===== config.mk =====
export PLATFORM = sky130hd
export DESIGN_NAME = jtframe_test_inputs_flat
export DESIGN_NICKNAME = d
export VERILOG_FILES = /design/src/rtl/jtframe_test_inputs_if.sv /design/src/rtl/jtframe_test_inputs.sv /design/src/flat_wrapper.sv
export SDC_FILE = /design/constraint.sdc
export NUM_CORES = 1
export LEC_CHECK = 0
export BUFFER_PORTS_ARGS = -buffer_cell sky130_fd_sc_hd__buf_2
export CORE_MARGIN = 2
export CORE_UTILIZATION = 62
export DETAILED_ROUTE_END_ITERATION = 8
export GPL_TIMING_DRIVEN = 0
export PLACE_DENSITY = 0.84
export REMOVE_ABC_BUFFERS = 1
export SYNTH_ARGS = -nofsm -noshare
export SYNTH_HDL_FRONTEND = slang
export SYNTH_SLANG_ARGS = --single-unit
export TNS_END_PERCENT = 5

===== constraint.sdc =====
create_clock -name clk_i -period 3.9 [get_ports clk_i]
set_input_delay 0.195 -clock clk_i [delete_from_list [all_inputs] [get_ports clk_i]]
set_output_delay 0.195 -clock clk_i [all_outputs]
set_load 0.05 [all_outputs]

===== src/rtl/jtframe_test_inputs_if.sv =====
// Player-input bundle between the frame (master) and the scripted input generator (slave).
// All control outputs are active low.
interface jtframe_test_inputs_if;
  logic       loop_rst;
  logic       lvbl;
  logic [6:0] game_joystick1;
  logic       button_1p;
  logic       coin_left;

  modport master (
    output loop_rst,
    output lvbl,
    input  game_joystick1,
    input  button_1p,
    input  coin_left
  );

  modport slave (
    input  loop_rst,
    input  lvbl,
    output game_joystick1,
    output button_1p,
    output coin_left
  );
endinterface


===== src/rtl/jtframe_test_inputs.sv =====
// Scripted player-1 input generator for simulation. Plays a fixed table of
// {frames, act} steps, paced by LVBL falling edges. Outputs are active low.
// Optional feature: define JTFRAME_TEST_INPUTS_LOOP_EN to repeat steps S5..S7
// forever instead of stopping in the done state after S7.
module jtframe_test_inputs #(
  parameter int unsigned CntW = 8
) (
  input  logic                  clk_i,
  input  logic                  rst_ni,
  jtframe_test_inputs_if.slave  ctrl_io
);

  typedef enum logic [0:0] {StRun, StDone} state_e;

  localparam logic [2:0] LastIdx = 3'd7;
  localparam logic [2:0] LoopIdx = 3'd5;

  // Step lengths in frames; every entry must be non-zero and fit in CntW bits.
  function automatic logic [CntW-1:0] step_frames(input logic [2:0] idx);
    case (idx)
      3'd0:    step_frames = CntW'(60);
      3'd1:    step_frames = CntW'(4);
      3'd2:    step_frames = CntW'(30);
      3'd3:    step_frames = CntW'(4);
      3'd4:    step_frames = CntW'(120);
      3'd5:    step_frames = CntW'(30);
      3'd6:    step_frames = CntW'(10);
      default: step_frames = CntW'(30);
    endcase
  endfunction

  // Active-high {coin, start, joy[6:0]} for each step.
  function automatic logic [8:0] step_act(input logic [2:0] idx);
    case (idx)
      3'd1:    step_act = 9'h100;
      3'd3:    step_act = 9'h080;
      3'd5:    step_act = 9'h001;
      3'd6:    step_act = 9'h010;
      3'd7:    step_act = 9'h002;
      default: step_act = 9'h000;
    endcase
  endfunction

  state_e          state_q, state_d;
  logic [2:0]      idx_q, idx_d;
  logic [CntW-1:0] cnt_q, cnt_d;
  logic [8:0]      act_q, act_d;
  logic            lvbl_l_q, lvbl_l_d;
  logic            frame_tick;
  logic [2:0]      nxt_idx;

  assign frame_tick = lvbl_l_q & ~ctrl_io.lvbl;

  // Next-state: restart has priority over a frame tick; ticks only count while running.
  always_comb begin
    state_d  = state_q;
    idx_d    = idx_q;
    cnt_d    = cnt_q;
    act_d    = act_q;
    lvbl_l_d = ctrl_io.lvbl;
    nxt_idx  = idx_q + 3'd1;
    if (ctrl_io.loop_rst) begin
      state_d = StRun;
      idx_d   = 3'd0;
      cnt_d   = step_frames(3'd0);
      act_d   = '0;
    end else if (state_q == StRun && frame_tick) begin
      if (cnt_q == CntW'(1)) begin
        if (idx_q == LastIdx) begin
`ifdef JTFRAME_TEST_INPUTS_LOOP_EN
          idx_d = LoopIdx;
          cnt_d = step_frames(LoopIdx);
          act_d = step_act(LoopIdx);
`else
          state_d = StDone;
          act_d   = '0;
`endif
        end else begin
          idx_d = nxt_idx;
          cnt_d = step_frames(nxt_idx);
          act_d = step_act(nxt_idx);
        end
      end else begin
        cnt_d = cnt_q - CntW'(1);
      end
    end
  end

  // State registers; reset releases every control asynchronously.
  always_ff @(posedge clk_i or negedge rst_ni) begin
    if (!rst_ni) begin
      state_q  <= StRun;
      idx_q    <= 3'd0;
      cnt_q    <= CntW'(60);
      act_q    <= '0;
      lvbl_l_q <= 1'b1;
    end else begin
      state_q  <= state_d;
      idx_q    <= idx_d;
      cnt_q    <= cnt_d;
      act_q    <= act_d;
      lvbl_l_q <= lvbl_l_d;
    end
  end

  assign ctrl_io.game_joystick1 = ~act_q[6:0];
  assign ctrl_io.button_1p      = ~act_q[7];
  assign ctrl_io.coin_left      = ~act_q[8];

endmodule


===== src/flat_wrapper.sv =====
// flat-port wrapper written by rule: the top's interface ports become plain ports
module jtframe_test_inputs_flat 
#(
  parameter int unsigned CntW = 8
)
  (clk_i, rst_ni, ctrl_io_loop_rst, ctrl_io_lvbl, ctrl_io_game_joystick1, ctrl_io_button_1p, ctrl_io_coin_left);
  jtframe_test_inputs_if ctrl_io_i ();
  input  logic clk_i;
  input  logic rst_ni;
  input wire logic [$bits(ctrl_io_i.loop_rst)-1:0] ctrl_io_loop_rst;
  input wire logic [$bits(ctrl_io_i.lvbl)-1:0] ctrl_io_lvbl;
  output wire logic [$bits(ctrl_io_i.game_joystick1)-1:0] ctrl_io_game_joystick1;
  output wire logic [$bits(ctrl_io_i.button_1p)-1:0] ctrl_io_button_1p;
  output wire logic [$bits(ctrl_io_i.coin_left)-1:0] ctrl_io_coin_left;
  assign ctrl_io_i.loop_rst = ctrl_io_loop_rst;
  assign ctrl_io_i.lvbl = ctrl_io_lvbl;
  assign ctrl_io_game_joystick1 = ctrl_io_i.game_joystick1;
  assign ctrl_io_button_1p = ctrl_io_i.button_1p;
  assign ctrl_io_coin_left = ctrl_io_i.coin_left;
  jtframe_test_inputs #(.CntW(CntW)) u_core (.clk_i(clk_i), .rst_ni(rst_ni), .ctrl_io(ctrl_io_i));
endmodule

==> results of run 1 <==
sequential cells by signal, summed over array words and instances, names as in the netlist:
name and count:
u_core.cnt_q 8, u_core.act_q 5, u_core.idx_q 3, u_core.lvbl_l_q 1, u_core.state_q 1
per-stage QoR:
stage	power (mW)	utilization [%]
6_report	0.348	68.6
5_1_grt	0.362	68.6
4_1_cts	0.350	68.6
3_5_place_dp	0.250	66.2
3_3_place_gp	0.248	66.2
2_1_floorplan	0.236	-
metal layers:
| metal | part of all wire [%] | wire, µm |
|---|---|---|
| met4 | 3.1 | 72 |
| met3 | 4.4 | 103 |
| met5 | 0 | 0 |
| met1 | 45 | 1060 |
| met2 | 47 | 1100 |
power by group through the flow:
stage                     registers [mW]  clock network [mW]  logic [mW]
after global placement             0.199                   0      0.0493
after detailed placement           0.199                   0      0.0511
after CTS                          0.196               0.102      0.0527
after global routing               0.197               0.107      0.0578
final                              0.196              0.0991      0.0527
after floorplan                    0.198                   0      0.0382
placed cells by master, fill, tap and decap left out, types with 2 or more instances in the layout:
| master | Yosys | routed |
|---|---|---|
| a21oi_1 | 8 | 8 |
| a22oi_1 | 3 | 3 |
| a2bb2oi_2 | 3 | 3 |
| buf_2 | 0 | 8 |
| clkbuf_4 | 0 | 3 |
| conb_1 | 1 | 4 |
| dfrtp_1 | 13 | 13 |
| dfstp_2 | 5 | 5 |
| dlygate4sd3_1 | 0 | 2 |
| ha_1 | 8 | 8 |
| inv_1 | 14 | 14 |
| mux2i_1 | 4 | 4 |
| nand2_1 | 6 | 6 |
| nand2b_1 | 5 | 5 |
| nand3_1 | 7 | 7 |
| nor2_1 | 13 | 13 |
| nor3_1 | 3 | 3 |
| nor3b_1 | 3 | 3 |
| o21ai_0 | 6 | 6 |
| o31ai_1 | 2 | 2 |
| or3b_2 | 3 | 3 |
| xnor2_1 | 2 | 2 |
layout make-up:
type / count / share of cell area (%)
inverters: 14 / 3.95
flip-flops and latches: 18 / 34.3
multi-input cells: 96 / 52.7
repair buffers: 10 / 4.51
well taps: 27 / 2.54
clock buffers: 4 / 1.97
kinds of logic after synthesis:
kind of cell / count (synthesis) / synth area share (%)
xor+xnor: 2 / 1.40
fa+ha+maj: 8 / 7.99
mux: 5 / 4.10
other cells: 1 / 0.299
simple gates: 52 / 26.3
flops: 18 / 36.5
compound gates: 25 / 15.1
buf+inv: 22 / 8.39
final timing paths:
kind / startpoint / end / slack [ns] / depth (start not counted)
setup / recovery: u_core.idx_q[0] / u_core.idx_q[2] / 1.66 / 6
hold / removal: ctrl_io_loop_rst / u_core.idx_q[1] / 0.28 / 2
setup reg to reg: u_core.idx_q[0] / u_core.idx_q[2] / 1.66 / 6
hold reg to reg: u_core.act_q[7] / u_core.act_q[7] / 0.52 / 2
max in group asynchronous: rst_ni / u_core.cnt_q[2] / 3.24 / 2
min in group asynchronous: rst_ni / u_core.act_q[0] / 0.34 / 2
worst max-delay path, cell delays in order (launching register included):
cell and delay [ns]:
dfrtp_1 0.48, ha_1 0.27, ha_1 0.25, or3b_2 0.51
nor4_4 0.32, mux2i_1 0.23, nor2_1 0.05
repair_timing:
action                                  in CTS  in global routing
endpoints found under the hold margin       14                  0
hold buffers                                 2                  0
endpoints found under the setup margin       0                  0
==> reports/results.tsv, run 1 <==
metric	value	unit
hold_class	primary input to flip-flop	
preCtsSetupSlack	1.68	ns
synth_cell_types	39	
dieWidth	48.9	µm
p_sw_share	27.7	%
ant_nets	0	
multi_input_area	702	µm²
grt_setup_unrepaired	false	
die_h	48.9	µm
top_usage_layer	met2	
drive_above_1_share	21.1	%
syn_inst	133	
cts_setup_buffers	0	
grtUsageTotal	22.0	%
whs	0.275	ns
worstPathRequired	4.09	ns
die_area	2400	µm²
fin_crit	2.24	ns
use_met1	29.0	%
p_int	252	µW
final_cell_area	1330	µm²
yosysWarnings	0	
ys_top_cells_by_area	dfrtp_1, dfstp_2, ha_1, inv_1, nor2_1	
p_leak	0.513	nW
fin_setup_tns	0	ns
nFillCells	164	
cts.sinks	18	
core_region_area	1940	µm²
hold_viol	0	
synth_edf_count	0	
cts_buffer_depth	2	
initial_core_util	64.5	%
stdcell_count	169	
antenna_found_initial	0	
dp_cells	163	
ys_seq_area_share	36.5	%
comb_power_share	15.2	%
place_area	1280	µm²
num_rows	16	
tritoncts	built	
synthArstFlopShare	100	%
grt_max_degree	20	
avgSynthCellArea	9.42	µm²
synth_area_leader_cell	dfrtp_1	
synthFlopType	dfrtp_1	
synth-seq-cells	18	
path_class	flip-flop to flip-flop	
grtUsageMet2	35.4	%
tightest_slew	0.610	ns
nets	155	
period_share	57.4	%
setup_viol	0	
grt_pass1_vias	973	
dr.first_iter.drc_count	52	
synth_common_cells	inv_1, dfrtp_1, nor2_1	
skew	0.00323	ns
cts_buffers	3	
grt-ovfl-total	0	
crit_path_start_kind	flip-flop	
drt-pass1-iter-count	5	
wl	2340	µm
relSlewSlack	58.3	%
p_sw	96.2	µW
insertion_delay	0.30	ns
cts_resized	0	
end_kind	flip-flop	
h-tree-depth	1	
path_max_fanout	8	
synth_area	1250	µm²
vias	988	
max_freq	446	MHz
pin_count	13	
cts_root_buffer	clkbuf_4	
irDropWorstVdd	0.197	mV
maxCapViolations	0	
drc_errors	0	
finalWorstSetupSlack	1.66	ns
p_seq_share	56.3	%
clk_pin_slew	0.10	ns
slew_violations	0	
yosysMostFrequentCell	inv_1	
dp_hpwl	1680	µm
gp_congestion	0.819	
io_buffers	8	
grt_pass1_wl	4170	µm
synth.top_cell.area_share	26.0	%
wl_per_cell	13.8	µm
n_antenna_cell	0	
seqCellArea	457	µm²
via_per_inst	5.85	
arrival	2.43	ns
power.density	261	nW/µm²
status	completed	
p_clk_share	28.5	%
area_delta_synth_final	6.29	%
grt_use_met3	2.45	%
(Power assumes the default switching activity.)
==> run 2: changes to the inputs <==
--- a/config.mk
+++ b/config.mk
@@ -7,10 +7,10 @@
 export LEC_CHECK = 0
 export BUFFER_PORTS_ARGS = -buffer_cell sky130_fd_sc_hd__buf_2
 export CORE_MARGIN = 2
-export CORE_UTILIZATION = 62
+export CORE_UTILIZATION = 52
 export DETAILED_ROUTE_END_ITERATION = 8
 export GPL_TIMING_DRIVEN = 0
-export PLACE_DENSITY = 0.84
+export PLACE_DENSITY = 0.76
 export REMOVE_ABC_BUFFERS = 1
 export SYNTH_ARGS = -nofsm -noshare
 export SYNTH_HDL_FRONTEND = slang
==> constraint.sdc (replaced) <==
create_clock -name clk_i -period 1.9 [get_ports clk_i]
set_input_delay 0.095 -clock clk_i [delete_from_list [all_inputs] [get_ports clk_i]]
set_output_delay 0.095 -clock clk_i [all_outputs]
set_load 0.05 [all_outputs]
==> reports/results.tsv, run 2 (same netlist as run 1, synthesis figures left out) <==
metric	value	unit	change
crit_path_start_kind	flip-flop		unchanged
fin_crit	1.85	ns	was 2.24 ns
reg2reg_slack	0.05	ns	was 1.66 ns
drc_errors	0		unchanged
cts_buffers	3		unchanged
holdPathEnd	u_core.idx_q[1]		unchanged
die_h	53.1	µm	was 48.9 µm
relSlewSlack	59.7	%	was 58.3%
arrival	2.07	ns	was 2.43 ns
vias	971		was 988
via_per_inst	5.55		was 5.85
max_freq	542	MHz	was 446 MHz
wl	2520	µm	was 2340 µm
grtUsageTotal	21.8	%	was 22.0%
cpMostUsedCell	ha_4		was ha_1
ant_nets	0		unchanged
irDropWorstVdd	0.395	mV	was 0.197 mV
skew	0.000878	ns	was 0.00323 ns
largest_register	u_core.cnt_q		unchanged
cts_root_buffer	clkbuf_4		unchanged
cts_buffer_depth	2		unchanged
die_area	2820	µm²	was 2400 µm²
worst_path_max_delay_cell	dfrtp_2		was or3b_2
grt_max_degree	20		unchanged
drive_above_1_share	28.6	%	was 21.1%
tritoncts	built		unchanged
area_delta_synth_final	14.5	%	was 6.29%
dp_hpwl	1770	µm	was 1680 µm
dieWidth	53.1	µm	was 48.9 µm
tightest_slew	0.604	ns	was 0.610 ns
p_leak	0.544	nW	was 0.513 nW
hold-path-cell-count	2		unchanged
worstPathRequired	2.12	ns	was 4.09 ns
cp_slowest_stage_delay	0.44	ns	was 0.51 ns
largest_registers	u_core.cnt_q (8), u_core.act_q (5), u_core.idx_q (3)		unchanged
post-route-util	63.6	%	was 68.6%
r2r_cells	6		unchanged
path_class	flip-flop to flip-flop		unchanged
nets	160		was 155
clk_pin_slew	0.10	ns	about the same
drt-pass1-iter-count	4		was 5
largest_reg_flops	8		unchanged
pin_count	13		unchanged
slew_violations	0		unchanged
maxCapViolations	0		unchanged
initial_core_util	55.5	%	was 64.5%
path_cells	ha_4 > ha_4 > nor4bb_1 > a22oi_1 > or4_1 > a21oi_1		was ha_1 > ha_1 > or3b_2 > nor4_4 > mux2i_1 > nor2_1
stdcell_count	175		was 169
dr.first_iter.drc_count	24		was 52
status	completed		unchanged
period_share	97.2	%	was 57.4%
grt_setup_unrepaired	true		was false
final_cell_mix	inv_1, nor2_1, dfrtp_1		unchanged
wl_per_cell	14.4	µm	was 13.8 µm
gp_congestion	0.805		was 0.819
dp_cells	164		was 163
grt_pass1_wl	4410	µm	was 4170 µm
power.density	525	nW/µm²	was 261 nW/µm²
timing.rr.start	u_core.idx_q[0]		unchanged
grt_pass1_vias	992		was 973
n_antenna_cell	0		unchanged
use_met1	26.4	%	was 29.0%
top_usage_layer	met2		unchanged
core_region_area	2250	µm²	was 1940 µm²
num_rows	17		was 16
grt-ovfl-total	0		unchanged
setup_viol	0		unchanged
io_buffers	8		unchanged
hold_viol	0		unchanged
h-tree-depth	1		unchanged
end_kind	flip-flop		unchanged
hold_class	primary input to flip-flop		unchanged
insertion_delay	0.29	ns	was 0.30 ns
antenna_found_initial	0		unchanged
hp-start	ctrl_io_loop_rst		unchanged
nFillCells	197		was 164
path_max_fanout	9		was 8
cts.sinks	18		unchanged
grtUsageMet2	37.7	%	was 35.4%
grt_use_met3	3.39	%	was 2.45%
r2r-end	u_core.cnt_q[6]		was u_core.idx_q[2]
==> run 2: critical path, delay by kind of cell (launching register included) <==
kind / cells / cell delay (ns)
simple gates: 2 / 0.62
flops: 1 / 0.44
fa+ha+maj: 2 / 0.48
compound gates: 2 / 0.22
==> run 2: cell type report <==
class / instances / area, µm² / share of cell area (%)
Clock buffer: 4 / 36.3 / 2.53
Inverter: 14 / 52.6 / 3.66
Timing Repair Buffer: 15 / 97.6 / 6.81
Tap cell: 28 / 35.0 / 2.44
Sequential cell: 18 / 459 / 32.0
Multi-Input combinational cell: 96 / 753 / 52.5
==> run 2: per-stage QoR <==
stage | worst slack, ns | setup TNS [ns] | hold WS, ns | cell area, µm² | total power [mW]
6_report | 0.0536 | 0 | 0.184 | 1430 | 0.753
5_1_grt | -0.0304 | -0.0567 | 0.190 | 1430 | 0.789
4_1_cts | 0.00235 | 0 | 0.164 | 1410 | 0.761
3_5_place_dp | -0.332 | -2.00 | 0.0440 | 1290 | 0.513
3_3_place_gp | -0.307 | -1.61 | 0.0397 | 1290 | 0.510
2_1_floorplan | -0.118 | -0.353 | -0.201 | 1210 | 0.485
==> run 2: how the worst max path moves through the flow <==
stage / start / endpoint / slack, ns
floorplan: u_core.idx_q[0] / u_core.idx_q[1] / -0.12
global placement: u_core.idx_q[0] / u_core.idx_q[2] / -0.31
detailed placement: u_core.idx_q[0] / u_core.idx_q[2] / -0.33
CTS: u_core.idx_q[1] / u_core.idx_q[2] / 0.002
global route: u_core.idx_q[1] / u_core.idx_q[2] / -0.03
finish: u_core.idx_q[0] / u_core.cnt_q[6] / 0.05
==> run 2: per-layer routing <==
| layer | vias to the layer above | part of all wire [%] |
|---|---|---|
| met4 | 0 | 0.52 |
| met3 | 2 | 2.4 |
| met1 | 470 | 47 |
| met2 | 13 | 50 |
| li1 | 486 | - |
| met5 | - | 0 |
==> run 2: where the power goes <==
group / leakage, nW / internal, mW / switching, mW
Combinational: 0.293 / 0.0468 / 0.0687
Sequential: 0.230 / 0.393 / 0.00998
Clock: 0.0210 / 0.117 / 0.118
Total: 0.544 / 0.556 / 0.196
==> run 2: what timing repair did <==
action / CTS / global route
endpoints found under the hold margin: 14 / 0
setup endpoints to repair: 13 / 9
pin swaps: 3 / 2
hold buffers: 2 / 0
gates resized for setup: 10 / 4
setup buffers: 4 / 1
